`src/rtl/alusys_ctrl_if.sv`:
```
// Control/status bundle between the ALUSystem datapath and its hard-wired controller.
// master = controller side (drives selects), slave = datapath side.
interface alusys_ctrl_if;
   logic [15:0] IROut;
   logic [3:0]  ALUOutFlag;
   logic [1:0]  RF_OutASel;
   logic [1:0]  RF_OutBSel;
   logic [1:0]  RF_FunSel;
   logic [3:0]  RF_RSel;
   logic [3:0]  RF_TSel;
   logic [3:0]  ALU_FunSel;
   logic [1:0]  ARF_OutASel;
   logic [1:0]  ARF_OutBSel;
   logic [1:0]  ARF_FunSel;
   logic [3:0]  ARF_RSel;
   logic        IR_LH;
   logic        IR_Enable;
   logic [1:0]  IR_Funsel;
   logic        Mem_WR;
   logic        Mem_CS;
   logic [1:0]  MuxASel;
   logic [1:0]  MuxBSel;
   logic        MuxCSel;
   logic        Halted;
   logic [2:0]  State;

   modport master (
      input  IROut, ALUOutFlag,
      output RF_OutASel, RF_OutBSel, RF_FunSel, RF_RSel, RF_TSel, ALU_FunSel,
             ARF_OutASel, ARF_OutBSel, ARF_FunSel, ARF_RSel,
             IR_LH, IR_Enable, IR_Funsel, Mem_WR, Mem_CS,
             MuxASel, MuxBSel, MuxCSel, Halted, State
   );

   modport slave (
      output IROut, ALUOutFlag,
      input  RF_OutASel, RF_OutBSel, RF_FunSel, RF_RSel, RF_TSel, ALU_FunSel,
             ARF_OutASel, ARF_OutBSel, ARF_FunSel, ARF_RSel,
             IR_LH, IR_Enable, IR_Funsel, Mem_WR, Mem_CS,
             MuxASel, MuxBSel, MuxCSel, Halted, State
   );
endinterface

```
`src/rtl/alusys_controller.sv`:
```
// Hard-wired sequencer for the ALUSystem datapath: two-byte fetch, decode, optional
// second execute cycle for memory ops, and a sticky HALT.
//
// state   | meaning
// CLR     | clear RF, ARF and IR
// FETCH_L | read mem[PC] into IR[7:0], PC++
// FETCH_H | read mem[PC] into IR[15:8], PC++
// DECODE  | execute opcode in IROut[15:12]
// EXEC2   | memory access for LD / ST
// HALT    | idle until reset
module alusys_controller (
   input  logic          Clock,
   input  logic          Reset,
   alusys_ctrl_if.master bus
);

   localparam logic [2:0] S_CLR     = 3'd0;
   localparam logic [2:0] S_FETCH_L = 3'd1;
   localparam logic [2:0] S_FETCH_H = 3'd2;
   localparam logic [2:0] S_DECODE  = 3'd3;
   localparam logic [2:0] S_EXEC2   = 3'd4;
   localparam logic [2:0] S_HALT    = 3'd5;

   logic [2:0] state_q, state_d;
   logic       zflag_q, zflag_d;

   logic [3:0] opcode;
   logic [1:0] rx, ry;
   logic [3:0] rx_oh;
   logic       in_unused;

   logic [1:0] rf_a, rf_b, rf_fun;
   logic [3:0] rf_r, rf_t, alu_fun;
   logic [1:0] arf_a, arf_b, arf_fun;
   logic [3:0] arf_r;
   logic       ir_lh, ir_en;
   logic [1:0] ir_fun;
   logic       mem_wr, mem_cs;
   logic [1:0] mux_a, mux_b;
   logic       mux_c, halted;

   assign opcode    = bus.IROut[15:12];
   assign rx        = bus.IROut[11:10];
   assign ry        = bus.IROut[9:8];
   assign rx_oh     = 4'b1000 >> rx;
   // imm8 and the C/N/O flags feed the datapath only
   assign in_unused = ^{bus.IROut[7:0], bus.ALUOutFlag[2:0]};

   always_comb begin
      state_d = state_q;
      zflag_d = zflag_q;
      rf_a    = 2'b00;
      rf_b    = 2'b00;
      rf_fun  = 2'b00;
      rf_r    = 4'b0000;
      rf_t    = 4'b0000;
      alu_fun = 4'b0000;
      arf_a   = 2'b00;
      arf_b   = 2'b00;
      arf_fun = 2'b00;
      arf_r   = 4'b0000;
      ir_lh   = 1'b0;
      ir_en   = 1'b0;
      ir_fun  = 2'b00;
      mem_wr  = 1'b0;
      mem_cs  = 1'b1;
      mux_a   = 2'b00;
      mux_b   = 2'b00;
      mux_c   = 1'b0;
      halted  = 1'b0;

      case (state_q)
         S_CLR: begin
            rf_r    = 4'b1111;
            rf_t    = 4'b1111;
            arf_r   = 4'b1111;
            ir_en   = 1'b1;
            state_d = S_FETCH_L;
         end
         S_FETCH_L, S_FETCH_H: begin
            mem_cs  = 1'b0;
            ir_en   = 1'b1;
            ir_fun  = 2'b01;
            ir_lh   = (state_q == S_FETCH_H);
            arf_r   = 4'b1000;
            arf_fun = 2'b11;
            state_d = (state_q == S_FETCH_L) ? S_FETCH_H : S_DECODE;
         end
         S_DECODE: begin
            state_d = S_FETCH_L;
            case (opcode)
               4'h0: begin
                  mux_a  = 2'b10;
                  rf_fun = 2'b01;
                  rf_r   = rx_oh;
               end
               4'h1, 4'h2: begin
                  mux_b   = 2'b10;
                  arf_fun = 2'b01;
                  arf_r   = 4'b0100;
                  state_d = S_EXEC2;
               end
               4'h3, 4'h4, 4'h5, 4'h6, 4'h7, 4'h8: begin
                  rf_a    = rx;
                  rf_b    = ry;
                  mux_a   = 2'b00;
                  rf_fun  = 2'b01;
                  rf_r    = rx_oh;
                  zflag_d = bus.ALUOutFlag[3];
                  case (opcode)
                     4'h3:    alu_fun = 4'b0100;
                     4'h4:    alu_fun = 4'b0110;
                     4'h5:    alu_fun = 4'b0111;
                     4'h6:    alu_fun = 4'b1000;
                     4'h7:    alu_fun = 4'b1001;
                     default: alu_fun = 4'b0010;
                  endcase
               end
               4'h9: begin
                  rf_fun = 2'b11;
                  rf_r   = rx_oh;
               end
               4'hA: begin
                  rf_fun = 2'b10;
                  rf_r   = rx_oh;
               end
               4'hB, 4'hC, 4'hD: begin
                  // BRA always; BEQ/BNE on the zero flag latched by the last ALU op
                  if (opcode == 4'hB || (opcode == 4'hC && zflag_q) ||
                      (opcode == 4'hD && !zflag_q)) begin
                     mux_b   = 2'b10;
                     arf_fun = 2'b01;
                     arf_r   = 4'b1000;
                  end
               end
               4'hF:    state_d = S_HALT;
               default: ;
            endcase
         end
         S_EXEC2: begin
            state_d = S_FETCH_L;
            if (opcode == 4'h1) begin
               arf_b  = 2'b01;
               mem_cs = 1'b0;
               mux_a  = 2'b01;
               rf_fun = 2'b01;
               rf_r   = rx_oh;
            end else if (opcode == 4'h2) begin
               arf_b  = 2'b01;
               rf_a   = rx;
               mem_cs = 1'b0;
               mem_wr = 1'b1;
            end
         end
         S_HALT:  halted = 1'b1;
         default: state_d = S_CLR;
      endcase
   end

   always_ff @(posedge Clock) begin
      if (!Reset) begin
         state_q <= S_CLR;
         zflag_q <= 1'b0;
      end else begin
         state_q <= state_d;
         zflag_q <= zflag_d;
      end
   end

   // Reset overrides decode combinationally so an aborted store never strobes memory
   assign bus.RF_OutASel  = Reset ? rf_a    : 2'b00;
   assign bus.RF_OutBSel  = Reset ? rf_b    : 2'b00;
   assign bus.RF_FunSel   = Reset ? rf_fun  : 2'b00;
   assign bus.RF_RSel     = Reset ? rf_r    : 4'b0000;
   assign bus.RF_TSel     = Reset ? rf_t    : 4'b0000;
   assign bus.ALU_FunSel  = Reset ? alu_fun : 4'b0000;
   assign bus.ARF_OutASel = Reset ? arf_a   : 2'b00;
   assign bus.ARF_OutBSel = Reset ? arf_b   : 2'b00;
   assign bus.ARF_FunSel  = Reset ? arf_fun : 2'b00;
   assign bus.ARF_RSel    = Reset ? arf_r   : 4'b0000;
   assign bus.IR_LH       = Reset ? ir_lh   : 1'b0;
   assign bus.IR_Enable   = Reset ? ir_en   : 1'b0;
   assign bus.IR_Funsel   = Reset ? ir_fun  : 2'b00;
   assign bus.Mem_WR      = Reset ? mem_wr  : 1'b0;
   assign bus.Mem_CS      = Reset ? mem_cs  : 1'b1;
   assign bus.MuxASel     = Reset ? mux_a   : 2'b00;
   assign bus.MuxBSel     = Reset ? mux_b   : 2'b00;
   assign bus.MuxCSel     = Reset ? mux_c   : 1'b0;
   assign bus.Halted      = Reset ? halted  : 1'b0;
   assign bus.State       = state_q;

endmodule

```
`src/flat_wrapper.sv`:
```
// flat-port wrapper written by rule: the top's interface ports become plain ports
module alusys_controller_flat 
  (Clock, Reset, bus_IROut, bus_ALUOutFlag, bus_RF_OutASel, bus_RF_OutBSel, bus_RF_FunSel, bus_RF_RSel, bus_RF_TSel, bus_ALU_FunSel, bus_ARF_OutASel, bus_ARF_OutBSel, bus_ARF_FunSel, bus_ARF_RSel, bus_IR_LH, bus_IR_Enable, bus_IR_Funsel, bus_Mem_WR, bus_Mem_CS, bus_MuxASel, bus_MuxBSel, bus_MuxCSel, bus_Halted, bus_State);
  alusys_ctrl_if bus_i ();
  input  logic Clock;
  input  logic Reset;
  input wire logic [$bits(bus_i.IROut)-1:0] bus_IROut;
  input wire logic [$bits(bus_i.ALUOutFlag)-1:0] bus_ALUOutFlag;
  output wire logic [$bits(bus_i.RF_OutASel)-1:0] bus_RF_OutASel;
  output wire logic [$bits(bus_i.RF_OutBSel)-1:0] bus_RF_OutBSel;
  output wire logic [$bits(bus_i.RF_FunSel)-1:0] bus_RF_FunSel;
  output wire logic [$bits(bus_i.RF_RSel)-1:0] bus_RF_RSel;
  output wire logic [$bits(bus_i.RF_TSel)-1:0] bus_RF_TSel;
  output wire logic [$bits(bus_i.ALU_FunSel)-1:0] bus_ALU_FunSel;
  output wire logic [$bits(bus_i.ARF_OutASel)-1:0] bus_ARF_OutASel;
  output wire logic [$bits(bus_i.ARF_OutBSel)-1:0] bus_ARF_OutBSel;
  output wire logic [$bits(bus_i.ARF_FunSel)-1:0] bus_ARF_FunSel;
  output wire logic [$bits(bus_i.ARF_RSel)-1:0] bus_ARF_RSel;
  output wire logic [$bits(bus_i.IR_LH)-1:0] bus_IR_LH;
  output wire logic [$bits(bus_i.IR_Enable)-1:0] bus_IR_Enable;
  output wire logic [$bits(bus_i.IR_Funsel)-1:0] bus_IR_Funsel;
  output wire logic [$bits(bus_i.Mem_WR)-1:0] bus_Mem_WR;
  output wire logic [$bits(bus_i.Mem_CS)-1:0] bus_Mem_CS;
  output wire logic [$bits(bus_i.MuxASel)-1:0] bus_MuxASel;
  output wire logic [$bits(bus_i.MuxBSel)-1:0] bus_MuxBSel;
  output wire logic [$bits(bus_i.MuxCSel)-1:0] bus_MuxCSel;
  output wire logic [$bits(bus_i.Halted)-1:0] bus_Halted;
  output wire logic [$bits(bus_i.State)-1:0] bus_State;
  assign bus_i.IROut = bus_IROut;
  assign bus_i.ALUOutFlag = bus_ALUOutFlag;
  assign bus_RF_OutASel = bus_i.RF_OutASel;
  assign bus_RF_OutBSel = bus_i.RF_OutBSel;
  assign bus_RF_FunSel = bus_i.RF_FunSel;
  assign bus_RF_RSel = bus_i.RF_RSel;
  assign bus_RF_TSel = bus_i.RF_TSel;
  assign bus_ALU_FunSel = bus_i.ALU_FunSel;
  assign bus_ARF_OutASel = bus_i.ARF_OutASel;
  assign bus_ARF_OutBSel = bus_i.ARF_OutBSel;
  assign bus_ARF_FunSel = bus_i.ARF_FunSel;
  assign bus_ARF_RSel = bus_i.ARF_RSel;
  assign bus_IR_LH = bus_i.IR_LH;
  assign bus_IR_Enable = bus_i.IR_Enable;
  assign bus_IR_Funsel = bus_i.IR_Funsel;
  assign bus_Mem_WR = bus_i.Mem_WR;
  assign bus_Mem_CS = bus_i.Mem_CS;
  assign bus_MuxASel = bus_i.MuxASel;
  assign bus_MuxBSel = bus_i.MuxBSel;
  assign bus_MuxCSel = bus_i.MuxCSel;
  assign bus_Halted = bus_i.Halted;
  assign bus_State = bus_i.State;
  alusys_controller u_core (.Clock(Clock), .Reset(Reset), .bus(bus_i));
endmodule
```
`config.mk`:
```
export PLATFORM = sky130hd
export DESIGN_NAME = alusys_controller_flat
export DESIGN_NICKNAME = d
export VERILOG_FILES = /design/src/rtl/alusys_ctrl_if.sv /design/src/rtl/alusys_controller.sv /design/src/flat_wrapper.sv
export SDC_FILE = /design/constraint.sdc
export NUM_CORES = 1
export LEC_CHECK = 0
export BUFFER_PORTS_ARGS = -buffer_cell sky130_fd_sc_hd__clkbuf_2
export CAP_MARGIN = 20
export CORE_ASPECT_RATIO = 1.75
export CORE_MARGIN = 3
export CORE_UTILIZATION = 37
export CTS_BUF_LIST = sky130_fd_sc_hd__clkbuf_16
export DETAILED_ROUTE_END_ITERATION = 6
export GPL_TIMING_DRIVEN = 0
export PLACE_DENSITY = 0.86
export SYNTH_ARGS = -nofsm -noshare
export SYNTH_HDL_FRONTEND = slang
export SYNTH_SLANG_ARGS = --single-unit
```
`constraint.sdc`:
```
create_clock -name Clock -period 1.4 [get_ports Clock]
set_input_delay 0.07 -clock Clock [delete_from_list [all_inputs] [get_ports Clock]]
set_output_delay 0.07 -clock Clock [all_outputs]
set_load 0.05 [all_outputs]
```
Word-level counts from Yosys, hierarchy flattened
Cells that the tools add are included.
- bits in read-only memories: 0
- memories: 0
- register bits: 4
- latch bits: 0
- RAM bits: 0
- input port bits: 22
- word-level logic and storage cells: 98
- add/sub/neg operators: 0
- shift-type cells: 1
- eq/ne operators: 19
- magnitude comparators: 0
- reductions and logical operators: 16
- multipliers: 0
- div/mod/pow operators: 0
- muxes and demuxes: 60
- bitwise operators: 0
- operators by type and width (cell ; number):
    $mux 4 ; 10
    $mux 2 ; 17
    $eq 4x4->1 const B ; 7
    $pmux 2 s2 ; 6
    $pmux 4 s3 ; 2
    $pmux 4 s5 ; 1
    $mux 1 ; 19
    $eq 4x3->1 const B ; 4
    $pmux 3 s4 ; 1
    $reduce_or 9->1 ; 1
    $eq 4x2->1 const B ; 2
    $pmux 4 s2 ; 1
    $reduce_or 7->1 ; 1
    $eq 3x2->1 const B ; 2
    $eq 3x3->1 const B ; 2
    $pmux 2 s3 ; 1
    $pmux 3 s2 ; 1
    $reduce_or 2->1 ; 3
    $reduce_or 3->1 ; 2
    $reduce_or 6->1 ; 1
    $eq 4x1->1 const B ; 1
    $logic_not 4->1 ; 1
    $shr 4x2->4 const A ; 1
    $eq 3x1->1 const B ; 1
    other kinds (6) ; 8

Depth between registers and ports, before layout
Gate-level depths: netlist of the first run.
- word-level depth: 8
- mapped depth: 5
- depth with buffers taken out: 4

Worst setup path before layout of the first run
Ideal clock, no wire load.
- path kind: register to output
- start: register u_core.state_q[2], in the netlist u_core.bus.State[2]
- end: output port bus_Mem_CS
- path buffers: 1
- data arrival time: 2.733 ns
- required time: 1.330 ns
- stages on the path, launching flop included: 5
- path slack: -1.403 ns
- cell sequence: dfxtp_1 > buf_6 > nand4bb_1 > nor3_1 > nor2_1
- word-level cells in the longest chain between the ends: 4
- ends and longest elaborated chain (what ; RTL line ; RTL):
    start: declaration ; alusys_controller.sv:24 ; logic [2:0] state_q, state_d;
    start signal: assignment ; alusys_controller.sv:165 ; state_q <= state_d;
    $eq 3x1->1 or $eq 3x2->1 (tied branches) ; alusys_controller.sv:72 ; case (state_q)
    $reduce_or 2->1 ; alusys_controller.sv:72 ;
    $pmux 1 s2 * ; alusys_controller.sv:72 ;
    $mux 1 * ; alusys_controller.sv:185 ; assign bus.Mem_CS = Reset ? mem_cs : 1'b1;
    end: declaration ; flat_wrapper.sv:23 ; output wire logic [$bits(bus_i.Mem_CS)-1:0] bus_Mem_CS;
Mark *: on every way between the ends. The rest lies on a longest branch, timed or not.

Final worst setup path of the first run
- start: register u_core.state_q[0], in the netlist u_core.bus.State[0]
- end: output port bus_RF_OutASel[1]
- word-level cells in the longest chain between the ends: 3
- ends and longest elaborated chain (what ; RTL line ; RTL):
    $eq 3x3->1 or $eq 3x2->1 (tied branches) ; alusys_controller.sv:72 ;
    $pmux 2 s2 * ; alusys_controller.sv:72 ;
    $mux 2 * ; alusys_controller.sv:171 ; assign bus.RF_OutASel = Reset ? rf_a : 2'b00;
    end: declaration ; flat_wrapper.sv:9 ; output wire logic [$bits(bus_i.RF_OutASel)-1:0] bus_RF_OutASel;
Marks and branches as above.

==> impl_metrics.yaml, run 1 <==
synth:
  syn_area_um2: 925
  synth_enable_flop_cells: 0
  synthTopCellsByArea: "buf_4, dfxtp_1, o21ai_0, nor2b_1, nor2_1"
  netlist.area_leader.share_pct: 10.6
  yosysUniqueCellTypes: 50
  async_flop_share_pct: 0
  yosysSeqAreaShare_pct: 8.66
  yosys_warnings: 0
  ys.flop_type: "dfxtp_1"
  ys_ff_latch: 4
  syn-instance-count: 132
  syn_avg_cell_area_um2: 7.00
  yosysTopAreaCell: "buf_4"
floorplan:
  num_io_pins: 65
  fp.dieW_um: 43.8
  row_count: 23
  coreArea_um2: 2330
  die_height_um: 72.1
  die_area_um2: 3160
  floorplan.initialDensity_pct: 39.7
critical_path:
  cp.arrival_ns: 1.72
  critPathMaxFanout: 5
  crit_path_start_kind: "flip-flop"
  cp_data_required_time_ns: 1.33
  rrSetupSlack_ns: -0.11
  crit_path_end_kind: "primary output"
  crit_type: "reg2out"
cts:
  cts.path.max_buffers: 2
  cts_sinks: 4
  cts-buffers-inserted: 3
  clockRootBuffer: "clkbuf_16"
  hold_buffers: 0
  cts_tree: "built"
  clkTransAtPathRegs_ns: 0.03
  worstSkewPairLatency_ns: 0.23
  cts_max_level: 1
sta:
  drv_slew: 0
  rsz0062_at_grt: "yes"
  slew_headroom_pct: 56.1
  fmax_mhz: 558
  setup_ws_ns: -0.394
  holdWs_ns: 0.0914
  fin_crit_sh_pct: 128
  max_slew.worst_pin.slew_ns: 0.657
  fin_worst_skew_ns: 0.000323
  finalCriticalPeriod_ns: 1.79
  setup_violations: 36
  hold_viol_final: 0
  fin_setup_tns_ns: -6.83
global_routing:
  antenna_found_initial: 0
  grt-ovfl-total: 0
  grt_usage_pct: 28.4
  grt_pass1_vias: 1351
  grt_pass1_wl_um: 6840
  grt_max_degree: 11
run_status:
  violations: "negative setup slack"
  status: "finished, violations left"
place:
  dp_hpwl_um: 2420
  pre_cts_ws_ns: -0.418
  placed_area_um2: 1420
  dp.cells: 208
  io_buffers: 46
  gp_congestion: 0.865
drt:
  via_per_inst: 6.16
  vias: 1405
  drtIter0Drc: 77
  drt_first_pass_iters: 4
  totalWireLength_um: 5320
  drc: 0
  wl_per_cell_um: 23.3
  ant_nets: 0
finish:
  register_area_um2: 92.6
  multi_input_area_um2: 981
  drive_gt1_share_pct: 68.0
  area_growth_pct: 135
  final_cells: 228
  diodes: 0
  finalInstanceArea_um2: 2170
  nNetsFinal: 226
  fin_util_pct: 93.3
  fillers: 72
power:
  p_total_mw: 1.67
  worst_ir_drop_vdd_mv: 1.11
  power.density_nw_per_um2: 768
  leakagePower_nw: 0.935
flow_run:
  drv_cap: 0
min_path:
  worstHoldPathType: "in2reg"
==> Yosys cell counts, types with 3 or more instances <==
cell      count
buf_2         6
nor2_1        9
o211ai_1      3
nand3_1       6
buf_4        13
nor2b_1       6
a21oi_1       4
o21ai_0       8
nor3b_1       3
dfxtp_1       4
nor3_1        4
a31oi_1       5
nand2_1       8
inv_1         7
==> sequential cells by signal, summed over array words and instances, names as in the netlist <==
name              cells
u_core.bus.State      3
u_core.zflag_q        1
==> routing by layer <==
metal	GRT usage, %	routed length [um]	vias up
met5	0	0	-
met4	8.39	280	0
met3	5.46	253	21
met2	53.2	2940	80
met1	30.7	1850	687
li1	-	-	617
==> worst max-delay path: stages, from the launching register on <==
cell and delay [ns]:
dfxtp_4 0.35, nand4bb_2 0.40, o32a_1 0.37, a21boi_4 0.21
buf_8 0.16
==> path summary, 6_finish.rpt <==
kind | cells past startpoint | startpoint | endpoint
max | 4 | u_core.bus.State[0]$_SDFFE_PN0P_ | bus_RF_OutASel[1]
min | 3 | bus_ALUOutFlag[3] | u_core.zflag_q$_SDFFE_PN0P_
max reg2reg | 5 | u_core.bus.State[2]$_SDFFE_PN0P_ | u_core.zflag_q$_SDFFE_PN0P_
min reg2reg | 2 | u_core.zflag_q$_SDFFE_PN0P_ | u_core.zflag_q$_SDFFE_PN0P_
==> power breakdown <==
part	total (mW)	internal (mW)	switching, mW
clock	0.461	0.370	0.0914
sequential	0.141	0.124	0.0168
combinational	1.07	0.442	0.628
==> logic make-up (layout without fill, tap and decap cells) <==
group | count (synthesis) | count (layout) | synth area share, %
simple gates | 61 | 61 | 44.9
compound gates | 33 | 33 | 23.1
buf+inv | 30 | 96 | 19.9
flops | 4 | 4 | 8.66
xor+xnor | 2 | 2 | 1.89
other cells | 1 | 6 | 0.406
mux | 1 | 1 | 1.08
==> what timing repair did <==
| item | CTS | global route |
|---|---|---|
| resized for setup | 90 | 43 |
| setup buffers | 10 | 7 |
| pin swaps | 11 | 9 |
| endpoints found under the setup margin | 33 | 36 |
| endpoints found under the hold margin | 0 | 0 |
==> layout by cell type, fill, tap and decap left out, types with 4 or more instances in the layout <==
cell	n
buf_8	18
buf_4	16
buf_6	14
clkbuf_2	12
clkbuf_16	9
clkbuf_8	8
inv_1	7
nand2_1	6
conb_1	6
clkbuf_4	5
nor2b_1	5
nand3_1	5
nor2_1	4
o21ai_0	4
==> layout make-up <==
type,instances,area share (%)
clock inverters,1,0.173
multi-input cells,103,45.1
well taps,25,1.44
inverters,7,1.21
clock buffers,3,3.45
plain buffers,23,9.67
flip-flops and latches,4,4.26
repair buffers,62,34.7
Power figures use the tool's default switching activity.
==> inputs of run 2 (changes only) <==
==> config.mk (replaced) <==
export PLATFORM = sky130hd
export DESIGN_NAME = alusys_controller_flat
export DESIGN_NICKNAME = d
export VERILOG_FILES = /design/src/rtl/alusys_ctrl_if.sv /design/src/rtl/alusys_controller.sv /design/src/flat_wrapper.sv
export SDC_FILE = /design/constraint.sdc
export NUM_CORES = 1
export LEC_CHECK = 0
export CAP_MARGIN = 20
export CORE_MARGIN = 3
export CORE_UTILIZATION = 56
export CTS_BUF_LIST = sky130_fd_sc_hd__clkbuf_16
export DETAILED_ROUTE_END_ITERATION = 6
export DONT_BUFFER_PORTS = 1
export GPL_TIMING_DRIVEN = 0
export PLACE_DENSITY = 0.84
export SYNTH_ARGS = -nofsm -noshare
export SYNTH_HDL_FRONTEND = slang
export SYNTH_SLANG_ARGS = --single-unit
==> impl_metrics.yaml, run 2 <==
synth:
  async_flop_share_pct: 0
  synth_enable_flop_cells: 0
  yosysSeqAreaShare_pct: 8.66
  synthTopCellsByArea: "buf_4, dfxtp_1, o21ai_0, nor2b_1, nor2_1"
  yosysTopAreaCell: "buf_4"
  ys_ff_latch: 4
  yosys-top-cells-count: "buf_4, nor2_1, nand2_1, o21ai_0, inv_1"
  syn_area_um2: 925
  netlist.area_leader.share_pct: 10.6
  yosys_warnings: 0
  ys.flop_type: "dfxtp_1"
  yosysUniqueCellTypes: 50
  syn_avg_cell_area_um2: 7.00
  syn-instance-count: 132
  synth.most_common_cell: "buf_4"
floorplan:
  die_height_um: 46.6
  fp.dieW_um: 46.6
  num_io_pins: 65
  floorplan.initialDensity_pct: 60.7
  row_count: 14
cts:
  hold_buffers: 0
  cts-buffers-inserted: 3
  clockRootBuffer: "clkbuf_16"
  cts_max_level: 1
  cts_sinks: 4
  cts_setup_buffers: 27
  cts.path.max_buffers: 2
  cts-resized-gates: 55
run_status:
  stop_stage: "clock tree synthesis (4_1_cts)"
  status: "did not finish"
  error: "[ERROR DPL-0038] Utilization greater than 100%, impossible to legalize"
place:
  gp_congestion: 0.786
  io_buffers: 0
  dp_hpwl_um: 2090
  pre_cts_ws_ns: -0.657
  placed_area_um2: 1190
==> run 2: cell counts after synthesis <==
Identical to the previous run, type by type.
==> run 2: kinds of logic after synthesis <==
kind of cell / synth area share [%]
AND/OR/NAND/NOR: 44.9
flip-flops: 8.66
other: 0.406
XOR/XNOR: 1.89
multiplexers: 1.08
AO/OA/AOI/OAI: 23.1
buffers and inverters: 19.9
==> run 2: per-stage QoR <==
step / setup TNS, ns / instances
2_1_floorplan: -7.22 / 137
3_3_place_gp: -9.99 / 153
3_5_place_dp: -10.49 / 154
==> inputs of run 3 (changes only) <==
--- a/config.mk
+++ b/config.mk
@@ -6,13 +6,12 @@
 export NUM_CORES = 1
 export LEC_CHECK = 0
 export CAP_MARGIN = 20
-export CORE_MARGIN = 3
-export CORE_UTILIZATION = 56
-export CTS_BUF_LIST = sky130_fd_sc_hd__clkbuf_16
+export CORE_AREA = 3 3 64 66
 export DETAILED_ROUTE_END_ITERATION = 6
+export DIE_AREA = 0 0 67 69
 export DONT_BUFFER_PORTS = 1
 export GPL_TIMING_DRIVEN = 0
-export PLACE_DENSITY = 0.84
+export PLACE_DENSITY_LB_ADDON = 0.15
 export SYNTH_ARGS = -nofsm -noshare
 export SYNTH_HDL_FRONTEND = slang
 export SYNTH_SLANG_ARGS = --single-unit
==> constraint.sdc (replaced) <==
create_clock -name Clock -period 1.82 [get_ports Clock]
set_input_delay 0.091 -clock Clock [delete_from_list [all_inputs] [get_ports Clock]]
set_output_delay 0.091 -clock Clock [all_outputs]
set_load 0.05 [all_outputs]
==> impl_metrics.yaml, run 3 (same netlist as run 1, synthesis figures left out) <==
run_status:
  status: "finished, violations left"
  violations: "negative setup slack"
critical_path:
  max_stage_delay_ns: 0.83
  cp_top_family: "compound AO/OA/AOI/OAI gates"
  crit_path_start_kind: "flip-flop"
  crit_type: "reg2out"
  ff2ff_path_depth: 6
  cp_data_required_time_ns: 1.73
  crit_path_end_kind: "primary output"
  worst-path-stages: 5
  cp.buffers_inverters: 2
  slowest_stage: "o211ai_1"
  critPathMaxFanout: 6
  path_cells: "buf_8 -> and4b_1 -> buf_6 -> a22oi_2 -> o211ai_1"
  cp.arrival_ns: 2.05
drt:
  wl_per_cell_um: 16.5
  via_per_inst: 5.33
  totalWireLength_um: 3450
  drtIter0Drc: 30
  ant_nets: 0
  vias: 1115
  drt_first_pass_iters: 4
  drc: 0
finish:
  register_area_um2: 91.3
  diodes: 0
  final_common_cell: "buf_4"
  mostFrequentLayoutCells: "buf_4, nand2_1, nor2b_1, conb_1"
  multi_input_area_um2: 982
  largest_reg_flops: 3
  area_growth_pct: 67.7
  drive_gt1_share_pct: 54.7
  finalInstanceArea_um2: 1550
  fillers: 376
  fin_util_pct: 42.7
  nNetsFinal: 184
floorplan:
  num_io_pins: 65
  row_count: 22
  fp.dieW_um: 67
  floorplan.initialDensity_pct: 25.4
  die_area_um2: 4620
  die_height_um: 69
  coreArea_um2: 3630
global_routing:
  antenna_found_initial: 0
  grt_max_degree: 12
  grt_pass1_vias: 1147
  grt_pass1_wl_um: 5490
  grt-ovfl-total: 0
  grt_usage_pct: 14.6
power:
  worst_ir_drop_vdd_mv: 0.251
  leakagePower_nw: 0.594
  p_total_uw: 907
  power.density_nw_per_um2: 585
sta:
  finalCriticalPeriod_ns: 2.14
  setup_ws_ns: -0.317
  max_slew.worst_pin.slew_ns: 1.04
  rsz0062_at_grt: "yes"
  slew_headroom_pct: 30.2
  fin_crit_sh_pct: 117
  hold_viol_final: 0
  setup_violations: 18
  drv_slew: 0
  fin_worst_skew_ns: 0.00242
  fmax_mhz: 468
cts:
  cts.path.max_buffers: 2
  cts_sinks: 4
  cts-buffers-inserted: 3
  cts_max_level: 1
  clkTransAtPathRegs_ns: 0.03
  clockRootBuffer: "clkbuf_8"
  cts_tree: "built"
  worstSkewPairLatency_ns: 0.22
  hold_buffers: 0
place:
  pre_cts_ws_ns: -0.275
  gp_congestion: 0.792
  placed_area_um2: 1160
  dp_hpwl_um: 2410
  io_buffers: 0
flow_run:
  drv_cap: 0
min_path:
  worstHoldPathType: "in2reg"
  hold_path_depth: 2
==> run 3: area by class of cell <==
cell class              instances  share of cell area, %
flip-flops and latches          4                   5.89
plain buffers                  23                   12.0
well taps                      48                   3.87
repair buffers                 18                   9.77
multi-input cells             105                   63.4
inverters                       7                   2.18
clock buffers                   4                   2.91
==> run 3: stage by stage <==
stage               hold WS, ns  cells  TNS (ns)
floorplan                 0.233    137    -0.597
global placement          0.266    185     -2.24
detailed placement        0.267    186     -2.49
CTS                      0.0410    203     -4.03
global route             0.0421    209     -4.63
finish                   0.0371    209     -3.41
==> run 3: where the power goes <==
group	leakage (nW)	internal [mW]	switching [mW]
clock network	0.0228	0.150	0.0462
logic	0.536	0.186	0.397
registers	0.0347	0.0956	0.0326
total	0.594	0.431	0.476
==> run 3: per-layer routing <==
| layer | track usage (%) | part of all wire, % |
|---|---|---|
| met5 | 0 | 0 |
| met4 | 3.38 | 0 |
| met3 | 3.75 | 7.7 |
| met2 | 24.8 | 51 |
| met1 | 18.1 | 41 |
==> run 3: worst paths after layout <==
kind,startpoint,endpoint,slack (ns)
max,u_core.bus.State[0]$_SDFFE_PN0P_,bus_RF_FunSel[0],-0.32
min,bus_ALUOutFlag[3],u_core.zflag_q$_SDFFE_PN0P_,0.04
max reg2reg,u_core.bus.State[0]$_SDFFE_PN0P_,u_core.bus.State[2]$_SDFFE_PN0P_,0.13
min reg2reg,u_core.zflag_q$_SDFFE_PN0P_,u_core.zflag_q$_SDFFE_PN0P_,0.55
==> run 3: what timing repair did <==
action	CTS	global route
pin swaps	15	5
setup buffers	12	5
resized for setup	29	8
hold endpoints to repair	0	0
endpoints found under the setup margin	27	24
gates cloned	1	1
